**src/rtl/layer_search_best_mv.sv**
```systemverilog
// layer_search_best_mv
// Walks a (2*RANGE_X) x (2*RANGE_Y) search window in raster order. It takes one
// packed vector of per-partition SADs per position and keeps, for each
// partition, the minimum SAD and the motion vector where it occurred. A one-cycle
// done pulse marks final results for the next-layer refinement search.
//
// Optional build macro: SEARCH_MVCOST_EN
//   When it is defined, each candidate is compared as
//   sat(SAD + LAMBDA*(|mvx|+|mvy|)), and best_sad holds that cost-adjusted value.
//   When it is undefined, raw SADs are compared and LAMBDA is not used.
module layer_search_best_mv #(
    parameter int NUM_PART = 4,
    parameter int SAD_W    = 16,
    parameter int RANGE_X  = 16,
    parameter int RANGE_Y  = 16,
    parameter int MV_W     = 7,
    parameter int LAMBDA   = 4
) (
    input  logic                                clk,
    input  logic                                rst_n,
    input  logic                                start,
    input  logic                                sad_valid,
    input  logic [NUM_PART*SAD_W-1:0]           sad_in,
    output logic                                sad_ready,
    output logic [$clog2(2*RANGE_X)-1:0]        search_column_count,
    output logic [$clog2(2*RANGE_Y)-1:0]        search_row_count,
    output logic [NUM_PART*SAD_W-1:0]           best_sad,
    output logic [NUM_PART*MV_W-1:0]            best_mvx,
    output logic [NUM_PART*MV_W-1:0]            best_mvy,
    output logic                                busy,
    output logic                                done
);

    localparam int CW = $clog2(2*RANGE_X);
    localparam int RW = $clog2(2*RANGE_Y);
    localparam logic [CW-1:0] COL_LAST = CW'(2*RANGE_X-1);
    localparam logic [RW-1:0] ROW_LAST = RW'(2*RANGE_Y-1);
    localparam logic signed [MV_W-1:0] MVX_MIN = MV_W'(-RANGE_X);
    localparam logic signed [MV_W-1:0] MVY_MIN = MV_W'(-RANGE_Y);

    typedef enum logic [1:0] {
        S_IDLE   = 2'd0,
        S_SEARCH = 2'd1,
        S_DONE   = 2'd2
    } state_t;

    state_t                   r_state;
    logic [CW-1:0]            r_col;
    logic [RW-1:0]            r_row;
    logic [SAD_W-1:0]         r_best_sad [NUM_PART];
    logic signed [MV_W-1:0]   r_best_mvx [NUM_PART];
    logic signed [MV_W-1:0]   r_best_mvy [NUM_PART];
    logic                     r_sad_ready;
    logic                     r_busy;
    logic                     r_done;

    logic signed [MV_W-1:0]   w_mvx;
    logic signed [MV_W-1:0]   w_mvy;
    logic                     w_last;
    logic [SAD_W-1:0]         w_cand   [NUM_PART];
    logic [NUM_PART-1:0]      w_better;

`ifdef SEARCH_MVCOST_EN
    localparam int ACC_W = SAD_W + MV_W + 33;

    // Magnitude of a signed MV component. The window range keeps -2^(MV_W-1) out of reach.
    function automatic logic [MV_W-1:0] abs_mv(input logic signed [MV_W-1:0] v);
        return v[MV_W-1] ? MV_W'(-v) : MV_W'(v);
    endfunction

    // Adds the MV cost to the SAD and clamps the result to the SAD width.
    function automatic logic [SAD_W-1:0] sat_cost(input logic [SAD_W-1:0] cand,
                                                  input logic [MV_W:0]    mag);
        logic [ACC_W-1:0] acc;
        acc = ACC_W'(cand) + ACC_W'(LAMBDA) * ACC_W'(mag);
        if (acc > ACC_W'({SAD_W{1'b1}})) begin
            return {SAD_W{1'b1}};
        end
        return acc[SAD_W-1:0];
    endfunction
`endif

    // The window origin is at (-RANGE_X, -RANGE_Y), so the MV is the counter
    // value plus that offset.
    assign w_mvx  = MV_W'(r_col) + MVX_MIN;
    assign w_mvy  = MV_W'(r_row) + MVY_MIN;
    assign w_last = (r_col == COL_LAST) && (r_row == ROW_LAST);

    // Per-partition compare value and strict-less-than test (a tie keeps the earlier position)
    always_comb begin
        for (int p = 0; p < NUM_PART; p++) begin
`ifdef SEARCH_MVCOST_EN
            w_cand[p] = sat_cost(sad_in[p*SAD_W +: SAD_W],
                                 {1'b0, abs_mv(w_mvx)} + {1'b0, abs_mv(w_mvy)});
`else
            w_cand[p] = sad_in[p*SAD_W +: SAD_W];
`endif
            w_better[p] = (w_cand[p] < r_best_sad[p]);
        end
    end

    // Search FSM, raster counters and best-candidate registers
    always_ff @(posedge clk) begin
        if (!rst_n) begin
            r_state     <= S_IDLE;
            r_col       <= '0;
            r_row       <= '0;
            r_sad_ready <= 1'b0;
            r_busy      <= 1'b0;
            r_done      <= 1'b0;
            for (int p = 0; p < NUM_PART; p++) begin
                r_best_sad[p] <= '0;
                r_best_mvx[p] <= '0;
                r_best_mvy[p] <= '0;
            end
        end else begin
            case (r_state)
                S_IDLE: begin
                    r_done <= 1'b0;
                    if (start) begin
                        r_state     <= S_SEARCH;
                        r_col       <= '0;
                        r_row       <= '0;
                        r_sad_ready <= 1'b1;
                        r_busy      <= 1'b1;
                        for (int p = 0; p < NUM_PART; p++) begin
                            r_best_sad[p] <= '1;
                            r_best_mvx[p] <= MVX_MIN;
                            r_best_mvy[p] <= MVY_MIN;
                        end
                    end
                end
                S_SEARCH: begin
                    if (sad_valid) begin
                        for (int p = 0; p < NUM_PART; p++) begin
                            if (w_better[p]) begin
                                r_best_sad[p] <= w_cand[p];
                                r_best_mvx[p] <= w_mvx;
                                r_best_mvy[p] <= w_mvy;
                            end
                        end
                        if (w_last) begin
                            // The counters stay at their maximum values so that the last position remains visible.
                            r_state     <= S_DONE;
                            r_sad_ready <= 1'b0;
                            r_done      <= 1'b1;
                        end else if (r_col == COL_LAST) begin
                            r_col <= '0;
                            r_row <= r_row + RW'(1);
                        end else begin
                            r_col <= r_col + CW'(1);
                        end
                    end
                end
                S_DONE: begin
                    r_state <= S_IDLE;
                    r_done  <= 1'b0;
                    r_busy  <= 1'b0;
                end
                default: begin
                    r_state     <= S_IDLE;
                    r_sad_ready <= 1'b0;
                    r_busy      <= 1'b0;
                    r_done      <= 1'b0;
                end
            endcase
        end
    end

    assign sad_ready           = r_sad_ready;
    assign busy                = r_busy;
    assign done                = r_done;
    assign search_column_count = r_col;
    assign search_row_count    = r_row;

    for (genvar g = 0; g < NUM_PART; g++) begin : g_pack
        assign best_sad[g*SAD_W +: SAD_W] = r_best_sad[g];
        assign best_mvx[g*MV_W  +: MV_W]  = r_best_mvx[g];
        assign best_mvy[g*MV_W  +: MV_W]  = r_best_mvy[g];
    end

endmodule

```
**config.mk**
```make
export PLATFORM = sky130hd
export DESIGN_NAME = layer_search_best_mv
export DESIGN_NICKNAME = d
export VERILOG_FILES = /design/src/rtl/layer_search_best_mv.sv
export SDC_FILE = /design/constraint.sdc
export NUM_CORES = 1
export LEC_CHECK = 0
export ABC_AREA = 1
export CAP_MARGIN = 30
export CORE_UTILIZATION = 50
export CTS_BUF_LIST = sky130_fd_sc_hd__clkbuf_16
export DETAILED_ROUTE_END_ITERATION = 7
export GPL_TIMING_DRIVEN = 0
export PLACE_DENSITY = 0.84
export SYNTH_ARGS = -nofsm -noshare
export SYNTH_HDL_FRONTEND = slang
export SYNTH_SLANG_ARGS = --single-unit
```
**constraint.sdc**
```tcl
create_clock -name clk -period 8.4 [get_ports clk]
set_input_delay 1.68 -clock clk [delete_from_list [all_inputs] [get_ports clk]]
set_output_delay 1.68 -clock clk [all_outputs]
set_load 0.02 [all_outputs]
```
==> summary.md <==
| Metric | Value |
|---|---|
| Status | `finished, final reports clean` |
| Max Slew Vio Count | `0` |
| Synth warn | `0` |
| Die Width | `116 um` |
| Worst Skew | `0.0151 ns` |
| Placed inst area | `8750 um2` |
| Seq/Total Area, Yosys | `48.9%` |
| Initial Util | `51.3%` |
| Worst Hold Path EP | `sad_ready` |
| CTS Buf Count | `17` |
| Initial antenna violation count | `0` |
| # DRC | `0` |
| Die height | `116 um` |
| Final Hold Vio Count | `0` |
| Worst slew pin tran | `0.661 ns` |
| RSZ-0062 raised after global routing | `false` |
| Share of the synthesized area in the top cell type | `36.2%` |
| Vias in the first global route | `5,419` |
| Worst vdd ir | `0.135 mV` |
| Yosys reg bits | `119` |
| Fin crit period | `4.16 ns` |
| Core area | `12,600 um2` |
| CP max-delay cell | `nor3b_2` |
| Worst-skew pair later-pin latency | `0.42 ns` |
| Post-cts resize count | `0` |
| Synth cell count leaders | `nand3_1, nand2_1, inv_1` |
| Root Driver | `clkbuf_16` |
| Pre-Repair DR Iteration Count | `4` |
| Via density | `5.02` |
| Antenna viol nets, final | `0` |
| CTS HTree Levels | `4` |
| Required @ worst endpoint | `8.52 ns` |
| Synth Cell Area | `6470 um2` |
| Library cells used by synthesis | `34` |
| Most frequent cell after synthesis | `nand3_1` |
| IO Count | `201` |
| Final Core Density | `73.8%` |
| Pre-CTS setup slack | `3.77 ns` |
| Placer Congestion | `0.874` |
| Clock sink count | `119` |
| Max incr delay on CP | `0.46 ns` |
| WS Path Type | `input pin to flop` |
| Routed len/inst | `15.1 um` |
| Area grow syn2layout | `44.0%` |
| Die area | `13,400 um2` |
| Largest delay share family, worst path | `simple AND/OR/NAND/NOR gates` |
| Largest net degree at the start of global routing | `20` |
| Hold Crit Depth | `2` |
| Setup bufs post-CTS | `0` |
| Hold_sp | `sad_ready` |
| Hpwl dp | `12,800 um` |
| First-pass GRT wire length | `26,400 um` |
| Final setup TNS | `0 ns` |
| CTS tree | `yes` |
| Max Cap Viol | `0` |
| FFs w/ async S/R, synth | `0%` |
| Worst Path Arrival | `4.28 ns` |
| Filler cells | `942` |
| Crit-path cells | `clkdlybuf4s50_1 > ha_1 > a21oi_1 > a31oi_1 > nor3b_2 > nand2_1 > buf_2 > nand2_1 > buf_8` |
| Post-synthesis cell count | `724` |
| Nets | `1,077` |
| Critical Path Source Type | `input pin` |
| Fin area | `9320 um2` |
| Clock transition at path regs | `0.05 ns` |
| Max-Slew Margin vs Limit | `55.4%` |
| Routed wire length | `17,100 um` |
| GRT Overall Usage | `26.1%` |
| Cell taking the most area after synthesis | `edfxtp_1` |
| Fmax achieved | `240 MHz` |
| Layout cells sized above 1 | `7.52%` |
| Iter 0 DRT Violations | `359` |
| Antenna Cells | `0` |
| Leak | `4.15 nW` |
| Post-CTS Hold Buffers | `0` |
| CP Max Fanout | `14` |
| Via Count | `5,672` |
| Setup WS post-layout | `4.24 ns` |
| Cell Pwr Density | `207 nW/um2` |
| Worst Reg-to-Reg Cells | `9` |
| Overflow after GRT | `0` |
| I/O Buffers | `199` |
| Top area cells in the synthesized netlist | `edfxtp_1, dfxtp_1, ha_1, nand3_1, nand2_1` |
| Mean post-synth cell area | `8.94 um2` |
| Critical Path Most Common Cell | `nand2_1` |
| Type of the most critical hold path | `flop to flop` |
| Reg-to-reg slack, setup | `5.57 ns` |
| Fin crit share | `49.6%` |
| Row count | `41` |
| Clk buf depth | `2` |
| Worst Path Buf+Inv | `3` |
| Worst path depth | `9` |
| FF-to-FF End | `r_best_sad[3][10]` |
| Final setup fails | `0` |
| Synth Net Count | `856` |
| Dominant synthesized flop cell | `edfxtp_1` |
| Number of synthesized flops with an enable pin | `78` |
| Reg2reg start | `r_best_sad[3][11]` |
| Critical Path End Type | `flop` |
-- worst max-delay path by stage --
stage	from	to	slack (ns)
after floorplan	sad_in[27]	r_best_mvx[1][0]	4.59
after global placement	sad_in[27]	r_best_sad[1][7]	3.48
after detailed placement	sad_in[59]	r_best_sad[3][9]	3.77
after CTS	sad_in[59]	r_best_mvx[3][2]	4.19
after global routing	sad_in[59]	r_best_mvx[3][3]	4.03
final	sad_in[59]	r_best_sad[3][10]	4.24
-- power breakdown --
part | internal [mW] | switching [mW] | total (mW)
clock network | 0.455 | 0.245 | 0.700
registers | 0.696 | 0.0406 | 0.736
logic | 0.231 | 0.265 | 0.496
-- metrics by stage --
| stage | hold WS, ns | power (mW) | std cells |
|---|---|---|---|
| floorplan | 0.503 | 1.01 | 724 |
| global placement | 0.448 | 1.22 | 1095 |
| detailed placement | 0.463 | 1.24 | 1098 |
| CTS | 0.477 | 1.95 | 1130 |
| global route | 0.497 | 2.03 | 1130 |
| finish | 0.474 | 1.93 | 1130 |
-- metal layers --
layer	global-route usage [%]	vias up	part of all wire [%]
li1	-	2842	-
met1	30.5	2636	41
met2	45.8	178	51
met3	7.85	16	7.1
met4	8.46	0	1.0
met5	0	-	0
-- kinds of logic after synthesis --
logic type | after synthesis | synth area share (%)
buffers and inverters | 157 | 10.3
AND/OR/NAND/NOR | 324 | 23.4
XOR/XNOR | 1 | 0.135
AO/OA/AOI/OAI | 59 | 4.91
adder cells (fa/ha/maj) | 64 | 12.4
flip-flops | 119 | 48.9
-- cell usage in the layout (no fill, tap or decap), types with 2 or more instances in the layout --
cell type | Yosys | final
nor2_4 | 4 | 4
clkbuf_1 | 11 | 11
buf_2 | 7 | 7
nor3_1 | 10 | 10
o21ai_0 | 13 | 13
a31oi_1 | 2 | 2
clkdlybuf4s50_1 | 0 | 199
buf_4 | 17 | 17
buf_1 | 3 | 3
o21a_1 | 3 | 3
clkinv_1 | 1 | 6
a21oi_1 | 37 | 37
bufinv_16 | 0 | 3
inv_1 | 116 | 117
clkbuf_16 | 0 | 17
clkinv_2 | 0 | 6
edfxtp_1 | 78 | 78
or2_2 | 6 | 6
nand2_4 | 3 | 3
nand3_1 | 120 | 120
nand4_1 | 3 | 3
or2_0 | 10 | 10
ha_1 | 64 | 64
buf_16 | 0 | 2
nand2_1 | 119 | 119
dfxtp_1 | 41 | 41
nor2_1 | 44 | 44
-- worst reg2reg max path, stage by stage (launching register included) --
cell,delay [ns]
edfxtp_1,0.39
inv_1,0.07
ha_1,0.23
a21oi_1,0.22
a31oi_1,0.14
nor3b_2,0.46
nand2_1,0.12
buf_2,0.21
nand2_1,0.46
buf_8,0.24
-- flip-flops by register name, summed over array words and instances, names as in the netlist --
| signal | count |
|---|---|
| search_column_count | 5 |
| sad_ready | 1 |
| search_row_count | 5 |
| busy | 1 |
| r_best_mvx | 20 |
| r_best_mvy | 20 |
| r_best_sad | 64 |
| done | 1 |
| r_state | 2 |
-- final cells by class --
type | count | area [um2] | area share, %
buffer | 39 | 226 | 2.43
clock buffer | 17 | 425 | 4.57
clock inverter | 15 | 143 | 1.53
inverter | 118 | 443 | 4.75
multi-input combinational | 448 | 2640 | 28.3
sequential | 119 | 3160 | 33.9
tap | 172 | 215 | 2.31
timing repair buffer | 202 | 2060 | 22.1
No activity file was read; power rests on OpenSTA's default activity.
